--- config.mk ---
export PLATFORM = sky130hd
export DESIGN_NAME = msx_slot_initiator
export DESIGN_NICKNAME = d
export VERILOG_FILES = /design/src/rtl/msx_slot_initiator.sv
export SDC_FILE = /design/constraint.sdc
export NUM_CORES = 1
export LEC_CHECK = 0
export ABC_CLOCK_PERIOD_IN_PS = 4530
export CAP_MARGIN = 20
export CORE_MARGIN = 2
export CORE_UTILIZATION = 35
export DETAILED_ROUTE_END_ITERATION = 6
export GPL_TIMING_DRIVEN = 1
export RECOVER_POWER = 100
export SLEW_MARGIN = 20
export SYNTH_ARGS = -nofsm -noshare
export SYNTH_HDL_FRONTEND = slang
export SYNTH_SLANG_ARGS = --single-unit
--- constraint.sdc ---
create_clock -name clk -period 4.53 [get_ports clk]
set_input_delay 1.359 -clock clk [delete_from_list [all_inputs] [get_ports clk]]
set_output_delay 1.359 -clock clk [all_outputs]
set_load 0.01 [all_outputs]
--- src/rtl/msx_slot_initiator.sv ---
`default_nettype none
// ============================================================================
//  Module      : msx_slot_initiator
//  Description : Host-side MSX cartridge slot bus initiator. Turns a single
//                valid/ready request into a timed memory or I/O bus cycle.
//                The cycle runs address setup, then a strobe that the
//                cartridge may stretch with WAIT, then an address/data hold.
//                A bounded wait timeout aborts cycles that would never end.
//  Revision    : 1.0 - initial release
// ============================================================================
module msx_slot_initiator #(
    parameter int ADDR_SETUP   = 2,
    parameter int STROBE_LEN   = 4,
    parameter int HOLD_LEN     = 1,
    parameter int WAIT_TIMEOUT = 255
) (
    input  logic        clk,
    input  logic        reset_n,
    input  logic        req_valid,
    output logic        req_ready,
    input  logic        req_write,
    input  logic        req_io,
    input  logic [15:0] req_address,
    input  logic [7:0]  req_wdata,
    output logic        resp_valid,
    output logic [7:0]  resp_rdata,
    output logic        resp_timeout,
    output logic [15:0] slot_a,
    input  logic [7:0]  slot_d_in,
    output logic [7:0]  slot_d_out,
    output logic        slot_d_oe,
    output logic        slot_sltsl,
    output logic        slot_mereq_n,
    output logic        slot_ioreq_n,
    output logic        slot_rd_n,
    output logic        slot_wr_n,
    input  logic        slot_wait
);

    // Terminal counts: each phase counter runs 0 .. LEN-1.
    localparam logic [9:0] c_SETUP_LAST  = 10'(ADDR_SETUP - 1);
    localparam logic [9:0] c_STROBE_LAST = 10'(STROBE_LEN - 1);
    localparam logic [9:0] c_HOLD_LAST   = 10'(HOLD_LEN - 1);
    localparam logic [9:0] c_WAIT_LAST   = 10'(WAIT_TIMEOUT - 1);

    typedef enum logic [2:0] {
        S_IDLE   = 3'd0,
        S_SETUP  = 3'd1,
        S_STROBE = 3'd2,
        S_EXTEND = 3'd3,
        S_HOLD   = 3'd4
    } state_t;

    state_t      r_state;
    state_t      w_state_next;
    logic [9:0]  r_cnt;
    logic [9:0]  w_cnt_next;
    logic        r_write;
    logic        r_io;
    logic        w_accept;
    logic        w_end_ok;
    logic        w_abort;
    logic        w_hold_done;
    logic        w_strobe_on;

    assign req_ready = (r_state == S_IDLE);

    // Strobes are low exactly while the FSM sits in STROBE or EXTEND.
    assign w_strobe_on = (w_state_next == S_STROBE) || (w_state_next == S_EXTEND);

    // State and phase counter register.
    always_ff @(posedge clk or negedge reset_n) begin
        if (!reset_n) begin
            r_state <= S_IDLE;
            r_cnt   <= '0;
        end else begin
            r_state <= w_state_next;
            r_cnt   <= w_cnt_next;
        end
    end

    // Next-state logic and the cycle events that steer the datapath.
    always_comb begin
        w_state_next = r_state;
        w_cnt_next   = r_cnt;
        w_accept     = 1'b0;
        w_end_ok     = 1'b0;
        w_abort      = 1'b0;
        w_hold_done  = 1'b0;
        case (r_state)
            S_IDLE: begin
                if (req_valid) begin
                    w_accept     = 1'b1;
                    w_state_next = S_SETUP;
                    w_cnt_next   = '0;
                end
            end
            S_SETUP: begin
                if (r_cnt == c_SETUP_LAST) begin
                    w_state_next = S_STROBE;
                    w_cnt_next   = '0;
                end else begin
                    w_cnt_next = r_cnt + 10'd1;
                end
            end
            S_STROBE: begin
                // WAIT only matters on the final strobe clock.
                if (r_cnt == c_STROBE_LAST) begin
                    w_cnt_next = '0;
                    if (slot_wait) begin
                        w_state_next = S_EXTEND;
                    end else begin
                        w_state_next = S_HOLD;
                        w_end_ok     = 1'b1;
                    end
                end else begin
                    w_cnt_next = r_cnt + 10'd1;
                end
            end
            S_EXTEND: begin
                // A released WAIT wins over a simultaneous timeout.
                w_cnt_next = '0;
                if (!slot_wait) begin
                    w_state_next = S_HOLD;
                    w_end_ok     = 1'b1;
                end else if (r_cnt == c_WAIT_LAST) begin
                    w_state_next = S_HOLD;
                    w_abort      = 1'b1;
                end else begin
                    w_cnt_next = r_cnt + 10'd1;
                end
            end
            S_HOLD: begin
                if (r_cnt == c_HOLD_LAST) begin
                    w_state_next = S_IDLE;
                    w_hold_done  = 1'b1;
                    w_cnt_next   = '0;
                end else begin
                    w_cnt_next = r_cnt + 10'd1;
                end
            end
            default: begin
                w_state_next = S_IDLE;
                w_cnt_next   = '0;
            end
        endcase
    end

    // Registered bus outputs, request latches and response data.
    always_ff @(posedge clk or negedge reset_n) begin
        if (!reset_n) begin
            r_write      <= 1'b0;
            r_io         <= 1'b0;
            slot_a       <= '0;
            slot_d_out   <= '0;
            slot_d_oe    <= 1'b0;
            slot_sltsl   <= 1'b0;
            slot_mereq_n <= 1'b1;
            slot_ioreq_n <= 1'b1;
            slot_rd_n    <= 1'b1;
            slot_wr_n    <= 1'b1;
            resp_valid   <= 1'b0;
            resp_rdata   <= '0;
            resp_timeout <= 1'b0;
        end else begin
            resp_valid <= w_hold_done;

            slot_mereq_n <= !(w_strobe_on && !r_io);
            slot_ioreq_n <= !(w_strobe_on &&  r_io);
            slot_rd_n    <= !(w_strobe_on && !r_write);
            slot_wr_n    <= !(w_strobe_on &&  r_write);

            if (w_accept) begin
                r_write    <= req_write;
                r_io       <= req_io;
                slot_a     <= req_address;
                slot_sltsl <= !req_io;
                slot_d_oe  <= req_write;
                if (req_write) begin
                    slot_d_out <= req_wdata;
                end
            end

            if (w_end_ok) begin
                resp_rdata   <= r_write ? 8'h00 : slot_d_in;
                resp_timeout <= 1'b0;
            end

            if (w_abort) begin
                resp_rdata   <= 8'hFF;
                resp_timeout <= 1'b1;
            end

            // slot_a and slot_d_out keep their values once the cycle ends.
            if (w_hold_done) begin
                slot_sltsl <= 1'b0;
                slot_d_oe  <= 1'b0;
            end
        end
    end

endmodule
`default_nettype wire

Word-level counts from Yosys, hierarchy flattened. Index checks and enable logic that the tools add are counted.

Output and inout port bits: 41. Logic and storage cells: 77. Register bits after elaboration: 55.

Mux-type cells: 34. Equality and inequality tests: 10. Reductions and logical operators: 17. $add $sub $neg: 1.

Operators by type and width (count): $mux 10 (6); $pmux 10 s5 (1); $mux 8 (3); $mux 3 (7); $mux 1 (15); $pmux 3 s5 (1); $eq 3x2->1 const B (4); $add 10x1->10 const B (1); $eq 10x1->1 const B (1); $eq 10x2->1 const B (1); $eq 10x8->1 const B (1); $logic_not 10->1 (1); $logic_not 1->1 (7); $logic_and 1x1->1 (4); $reduce_bool 2->1 (2); $eq 3x1->1 const B (1); $eq 3x3->1 const B (1); $logic_not 3->1 (1); $ne 2x2->1 const B (1); $pmux 1 s2 (1); $reduce_and 2->1 (1); $logic_or 1x1->1 (1).

Longest topological paths before layout. Gate-level depths: netlist of run 1.

Depth after elaboration: 8. Gate-level depth with buffers: 7. Gate-level depth less buffers: 6.

Worst setup path before layout of run 1. OpenSTA, ideal clock, no wires.

Path type: input to register. Start point: input req_valid. End point: register r_cnt[6]. Data required time: 4411 ps. Library setup time: 119 ps. Path slack: 2159 ps. Arrival time: 2252 ps. Cell stages on the path: 6. Cell sequence: or4_1 > buf_6 > nand3_1 > nor2_1 > xnor2_1 > nor2_2.

Longest elaborated chain between the ends: 1.

RTL lines: from (decl) (RTL line 19) `input logic req_valid,`; $ne 2x2->1 (no source line); to (signal assigned) (RTL line 78) `r_cnt <= w_cnt_next;`; to (decl) (RTL line 56) `logic [9:0] r_cnt;`.

Every way passes these cells. A chain may end at the register's enable or synchronous reset.

Worst setup path in the final report of run 1.
Start point: input slot_wait. End point: register resp_rdata[5].

Longest elaborated chain between the ends: 4. Elaborated cells on any way between the ends: 7. Those cells by class: mux (6); reduce/logical (1).

RTL lines: from (decl) (RTL line 37) `input logic slot_wait`; $mux 1 (RTL line 110, 123); $mux 1 (RTL line 108) `if (r_cnt == c_STROBE_LAST) begin`; $pmux 1 s2 (RTL line 90) `case (r_state)`; $reduce_bool 2->1 (no source line); to (signal assigned) (RTL line 185) `resp_rdata <= r_write ? 8'h00 : slot_d_in;`; to (decl) (RTL line 26) `output logic [7:0] resp_rdata,`.

Several ways; a longest one is shown, not always the timed one.

==> results of run 1 <==
-- critical path, cell delays in order --
cell and delay, ps:
dlygate4sd3_1 590, inv_1 100, nand4_1 100, o21ai_0 1020
mux2_2 430
-- worst max-delay path by stage --
stage | from | end | slack [ps] | cells past startpoint
after floorplan | req_valid | r_cnt[6]$_DFFE_PN0P_ | 2160 | 6
after CTS | r_state[1]$_DFF_PN0_ | req_ready | 1420 | 2
final | slot_wait | resp_rdata[5]$_DFFE_PN0P_ | 1120 | 5
after detailed placement | req_valid | r_cnt[9]$_DFFE_PN0P_ | 1470 | 6
after global placement | req_valid | r_cnt[9]$_DFFE_PN0P_ | 1480 | 6
after global routing | slot_wait | resp_rdata[6]$_DFFE_PN0P_ | 930 | 5
-- power groups by stage --
| stage | clock (W) | sequential, W | combinational (W) |
|---|---|---|---|
| final | 0.000275 | 0.000816 | 0.000852 |
| after global routing | 0.000308 | 0.000851 | 0.000953 |
| after CTS | 0.000287 | 0.000828 | 0.000956 |
| after detailed placement | 0 | 0.000835 | 0.000953 |
| after global placement | 0 | 0.000833 | 0.000945 |
| after floorplan | 0 | 0.000883 | 0.000450 |
-- kinds of logic (layout without fill, tap and decap cells) --
logic type,after synthesis,after routing,share of synthesized area
fa+ha+maj,4,4,0.0200
compound gates,24,24,0.0601
simple gates,114,114,0.234
buf+inv,21,101,0.0401
flops,55,55,0.553
xor+xnor,6,6,0.0210
mux,16,16,0.0721
other cells,0,1,0
-- metal layers --
| layer | routed length (um) | share of wire |
|---|---|---|
| met1 | 2390 | 0.45 |
| met2 | 2310 | 0.44 |
| met3 | 515 | 0.098 |
| met4 | 61 | 0.012 |
| met5 | 0 | 0 |
-- Yosys cell counts, types with 3 or more instances --
cell,count,area (um^2)
o21ai_0,9,45.0
nor3_1,3,15.0
xor2_1,3,26.3
nor2_2,6,37.5
inv_1,13,48.8
dfstp_2,4,105
nor4_4,3,63.8
dfrtp_1,51,1280
nand3_1,4,20.0
nor2_1,8,30.0
nand2_1,67,251
xnor2_1,3,26.3
a21oi_1,4,20.0
clkbuf_1,3,11.3
ha_1,4,50.1
nand2b_1,3,18.8
mux2_2,16,180
nand4_1,4,25.0
-- metrics by stage --
step                setup slack, ps  utilization  instances
detailed placement             1470        0.489        408
global route                    935        0.497        417
global placement               1480        0.489        408
finish                         1120        0.497        417
CTS                            1420        0.502        416
floorplan                      2160            -        240
-- layout by cell type, fill, tap and decap left out, drive strengths merged, types with 2 or more instances in the layout --
cell           instances
xnor2                  3
a21oi                  4
a21o                   3
and2                   4
nand2b                 3
inv                   14
dfstp                  4
mux2                  16
clkdlybuf4s50         34
nor3                   3
clkbuf                 7
nor2                  14
xor2                   3
dfrtp                 51
nand2                 67
a31oi                  3
dlygate4sd3           43
buf                    2
nand4                  4
nor4                   5
ha                     4
or3b                   3
nand3                  4
o21ai                 11
-- registers in the layout, summed over array words and instances, names as in the netlist --
register and flops:
slot_sltsl 1, resp_rdata 8, resp_valid 1, r_state 3
slot_d_oe 1, r_cnt 10, r_write 1, slot_rd_n 1
resp_timeout 1, slot_wr_n 1, slot_mereq_n 1, slot_d_out 8
slot_ioreq_n 1, slot_a 16, r_io 1
-- final cells by class --
| type | instances | area, um^2 |
|---|---|---|
| Fill cell | 655 | 3460 |
| Sequential cell | 55 | 1380 |
| Multi-Input combinational cell | 164 | 981 |
| Timing Repair Buffer | 80 | 790 |
| Tap cell | 96 | 120 |
| Clock buffer | 6 | 72.6 |
| Inverter | 13 | 48.8 |
| Clock inverter | 2 | 17.5 |
| Antenna cell | 1 | 2.50 |
==> flow_summary_export.csv, run 1 <==
group,metric,value,unit
outcome,status,"finished, violations left",
outcome,failed_checks,"capacitance limit, slew limit",
setup_path,worstReg2RegStart,"r_cnt[3]$_DFFE_PN0P_",
layout,drive_gt1_frac,0.134,
setup_path,r2r_setup_slack,1510,ps
cts,cts.htree.levels,2,
floorplanning,io_pins,79,
placement,hpwl,3.81,mm
hold_path,holdCritPathClass,"register to register",
setup_path,cp_max_fo,10,
power,comb_power_share,0.438,
placement,placed_cell_area,0.00336,mm^2
hold_path,min_path_cells,1,
synth,synth_seq_cells,55,
placement,gp_congestion,0.774,
timing,post-route-period-util,0.752,
power,power.density,569,mW/mm^2
setup_path,critPathArrivalTime,3600,ps
power,leakagePower,1.55,nW
route,avgRoutedWirePerCell,12.7,um
cts,cts_made_buffers,5,
synth,yosys_warnings,0,
synth,async_flop_share,1.00,
power,swShare,0.362,
synth,yosysSeqAreaShare,0.553,
timing,hold_ws,407,ps
cts,cts_tree,"done",
setup_path,r2r_cells,4,
synth,synth_ff_type,"dfrtp_1",
floorplanning,die_area,0.00783,mm^2
floorplanning,fp-row-count,30,
route,drt_iter0_drc,63,
layout,design_area,0.00341,mm^2
setup_path,critPathLaunchType,"input pin",
floorplanning,core,0.00687,mm^2
cts,clk_pin_slew,100,ps
floorplanning,die_x,88.5,um
hold_path,hold_start,"r_io$_DFFE_PN0P_",
global_route,gr-total-overflow,0,
synth,synth_fp_nets,282,
synth,postSynthCellCount,240,
job,max_cap_viol_count,1,
synth,synth_area_per_cell,10.4,um^2
cts,cts_buffer_depth,2,
route,wirelength,5.28,mm
global_route,grtUsageMet3,0.0681,
setup_path,cp-end-kind,"register",
power,clkPwrFrac,0.141,
power,p_int,0.00124,W
setup_path,critPathRequiredTime,4720,ps
timing,clock_skew,16.6,ps
route,drc_errors,0,
global_route,use_met2,0.223,
cts,ctsHoldBuffers,0,
route,drt_pass1_iterations,4,
power,p_seq_frac,0.420,
route,via_count,1945,
power,finalPower,0.00194,W
global_route,grt_use_total,0.147,
timing,hold_viol_final,0,
global_route,antenna_found_initial,1,
global_route,met1_usage,0.195,
cts,clock_sinks,55,
cts,clock_latency,310,ps
timing,finalSetupViolCount,0,
route,detail-route-antenna-nets,0,
power,switchingPower,0.000702,W
timing,tns,0,ps
cts,cts_root_buf,"clkbuf_8",
cts,ctsResizeCount,0,
setup_path,r2r-end,"resp_rdata[5]$_DFFE_PN0P_",
timing,worst_slew_pin_slew,1740,ps
floorplanning,die_h,88.5,um
timing,slew-limit-headroom,-0.159,
route,vias_per_cell,4.66,
cts,cts_setup_buffers,0,
layout,area_growth,36.6,%
layout,num-nets-final,361,
timing,fmax,294,MHz
global_route,first_global_vias,1930,
hold_path,hold_end,"slot_ioreq_n$_DFF_PN1_",
synth,synth-edff-count,0,
global_route,grt_pass1_wl,8.97,mm
timing,rsz0062_at_grt,"no",
synth,synthesis.area,0.00250,mm^2
setup_path,crit_type,"input pin to register",
power,ir_drop,0.266,mV
timing,fin_crit,3410,ps
placement,portBuffers,78,
global_route,grt_start_max_net_pins,33,
floorplanning,start_util,0.364,
global_route,top_usage_layer,"met2",
synth,ys_types,44,
timing,slew_viol_final,33,
Power figures use the tool's default switching activity.
==> run 2: changes to the inputs <==
--- a/config.mk
+++ b/config.mk
@@ -5,12 +5,13 @@
 export SDC_FILE = /design/constraint.sdc
 export NUM_CORES = 1
 export LEC_CHECK = 0
-export ABC_CLOCK_PERIOD_IN_PS = 4530
+export ABC_CLOCK_PERIOD_IN_PS = 2760
 export CAP_MARGIN = 20
 export CORE_MARGIN = 2
 export CORE_UTILIZATION = 35
 export DETAILED_ROUTE_END_ITERATION = 6
 export GPL_TIMING_DRIVEN = 1
+export PLACE_DENSITY = 0.66
 export RECOVER_POWER = 100
 export SLEW_MARGIN = 20
 export SYNTH_ARGS = -nofsm -noshare
==> constraint.sdc (replaced) <==
create_clock -name clk -period 2.76 [get_ports clk]
set_input_delay 0.828 -clock clk [delete_from_list [all_inputs] [get_ports clk]]
set_output_delay 0.828 -clock clk [all_outputs]
set_load 0.01 [all_outputs]
==> run 2 against run 1 <==
Effect of this change:
- the flow now finishes without violations
- largest power group unchanged
- via count grew 1.3%
- first-iteration DRC count up 41%
- critical endpoint is now req_ready
- sequential power is 61% higher
- largest cell class unchanged
==> flow_summary_export.csv, run 2 (synthesis results as in run 1) <==
group,metric,value,unit
outcome,status,"complete, no violations",
layout,final_common_cell,"nand2_1",
cts,clock_latency,310,ps
cts,cts_made_buffers,5,
timing,fmax,389,MHz
cts,cts.htree.levels,2,
timing,slew-limit-headroom,0.282,
route,via_count,1970,
timing,finalSetupViolCount,0,
setup_path,slowest_stage,"clkdlybuf4s50_1",
setup_path,critPathLaunchType,"register",
floorplanning,io_pins,79,
layout,num-nets-final,366,
hold_path,holdCritPathClass,"register to register",
route,wl_met1,2.39,mm
route,drc_errors,0,
placement,placed_cell_area,0.00341,mm^2
cts,ctsHoldBuffers,0,
placement,place_ws,211,ps
layout,reg.largest.list,"slot_a (16), r_cnt (10)",
timing,tns,0,ps
layout,diodes,0,
floorplanning,core,0.00687,mm^2
setup_path,cp-end-kind,"output pin",
power,power.density,940,mW/mm^2
global_route,grt_pass1_wl,8.87,mm
layout,area_growth,38.3,%
power,ir_drop,0.451,mV
route,drt_iter0_drc,89,
route,wirelength,5.21,mm
power,leakagePower,1.58,nW
route,met3RoutedLength,376,um
timing,setup_ws,187,ps
power,comb_power_share,0.455,
setup_path,path_buf_inv,1,
timing,post-route-period-util,0.932,
layout,final_cell_mix,"nand2_1 (67), dfrtp_1 (51), dlygate4sd3_1 (41)",
floorplanning,die_x,88.5,um
global_route,first_global_vias,1953,
job,max_cap_viol_count,0,
layout,largest_register,"slot_a",
global_route,gr-total-overflow,0,
cts,ctsResizeCount,0,
timing,fin_crit,2570,ps
global_route,antenna_found_initial,0,
setup_path,critPathRequiredTime,1930,ps
setup_path,cp_max_fo,3,
global_route,grt_use_total,0.144,
route,vias_per_cell,4.68,
layout,design_area,0.00346,mm^2
layout,largest_register_ffs,16,
route,dr_wl_met2,2.37,mm
cts,cts_setup_buffers,0,
global_route,grt_start_max_net_pins,45,
floorplanning,die_h,88.5,um
cts,cts_tree,"done",
timing,worst_slew_pin_slew,1080,ps
layout,drive_gt1_frac,0.151,
route,top_layer,"met4",
route,avgRoutedWirePerCell,12.4,um
cts,cts_buffer_depth,2,
cts,cts_root_buf,"clkbuf_8",
layout,n_fill_cell,637,
timing,rsz0062_at_grt,"no",
cts,clock_sinks,55,
setup_path,worstPathCellList,"nor3_1 -> clkdlybuf4s50_1",
power,swShare,0.354,
placement,gp_congestion,0.761,
setup_path,crit_path_max_incr_delay,640,ps
timing,slew_viol_final,0,
timing,hold_ws,413,ps
timing,clock_skew,9.33,ps
placement,portBuffers,78,
setup_path,path_delay_family,"buffers and inverters",
setup_path,critPathArrivalTime,1750,ps
route,drt_pass1_iterations,4,
route,detail-route-antenna-nets,0,
power,clkPwrFrac,0.142,
floorplanning,start_util,0.364,
setup_path,crit_type,"register to output pin",
power,p_seq_frac,0.403,
power,p_int,0.00210,W
floorplanning,fp-row-count,30,
timing,hold_viol_final,0,
placement,hpwl,3.87,mm
floorplanning,die_area,0.00783,mm^2
cts,clk_pin_slew,100,ps
power,switchingPower,0.00115,W
run 2: final cells by class:
class | instances | area [um^2] | share of cell area
inverter | 13 | 48.8 | 0.0141
sequential | 55 | 1380 | 0.400
tap | 96 | 120 | 0.0348
timing repair buffer | 85 | 821 | 0.238
multi-input combinational | 164 | 990 | 0.286
clock inverter | 1 | 8.76 | 0.00253
clock buffer | 7 | 86.3 | 0.0250
run 2: final timing paths:
path / start / end / depth (start not counted) / slack, ps
worst max-delay path: r_state[2]$_DFF_PN0_ / req_ready / 2 / 190
worst max register to register: r_cnt[3]$_DFFE_PN0P_ / r_cnt[7]$_DFFE_PN0P_ / 5 / 230
worst min-delay path: r_io$_DFFE_PN0P_ / slot_ioreq_n$_DFF_PN1_ / 1 / 410
max in group asynchronous: reset_n / slot_a[3]$_DFFE_PN0P_ / 2 / 810
min in group asynchronous: reset_n / slot_d_out[2]$_DFFE_PN0P_ / 1 / 490
worst min register to register: r_io$_DFFE_PN0P_ / slot_ioreq_n$_DFF_PN1_ / 1 / 410
run 2: power by group through the flow:
| stage | clock network [W] | logic, W | registers [W] |
|---|---|---|---|
| 4_1_cts | 0.000477 | 0.00164 | 0.00133 |
| 6_report | 0.000460 | 0.00148 | 0.00131 |
| 5_1_grt | 0.000511 | 0.00164 | 0.00136 |
| 3_3_place_gp | 0 | 0.00162 | 0.00134 |
| 2_1_floorplan | 0 | 0.000738 | 0.00145 |
| 3_5_place_dp | 0 | 0.00163 | 0.00134 |
run 2: per-stage QoR:
step | utilization | std cells | power [W]
after floorplan | - | 240 | 0.00219
after CTS | 0.510 | 421 | 0.00345
after detailed placement | 0.496 | 413 | 0.00298
final | 0.503 | 421 | 0.00325
after global routing | 0.503 | 421 | 0.00351
after global placement | 0.496 | 413 | 0.00295
run 2: metal layers:
| layer | track usage | vias to the layer above |
|---|---|---|
| met3 | 0.0485 | 7 |
| li1 | - | 960 |
| met2 | 0.225 | 59 |
| met5 | 0 | - |
| met1 | 0.191 | 944 |
| met4 | 0.0468 | 0 |
run 2: worst reg2reg max path: stages (launching register included):
cell and delay, ps:
dfrtp_1 450, nor4_1 810, a31oi_2 220, nor4_2 540, and2_2 340, nor2_1 70
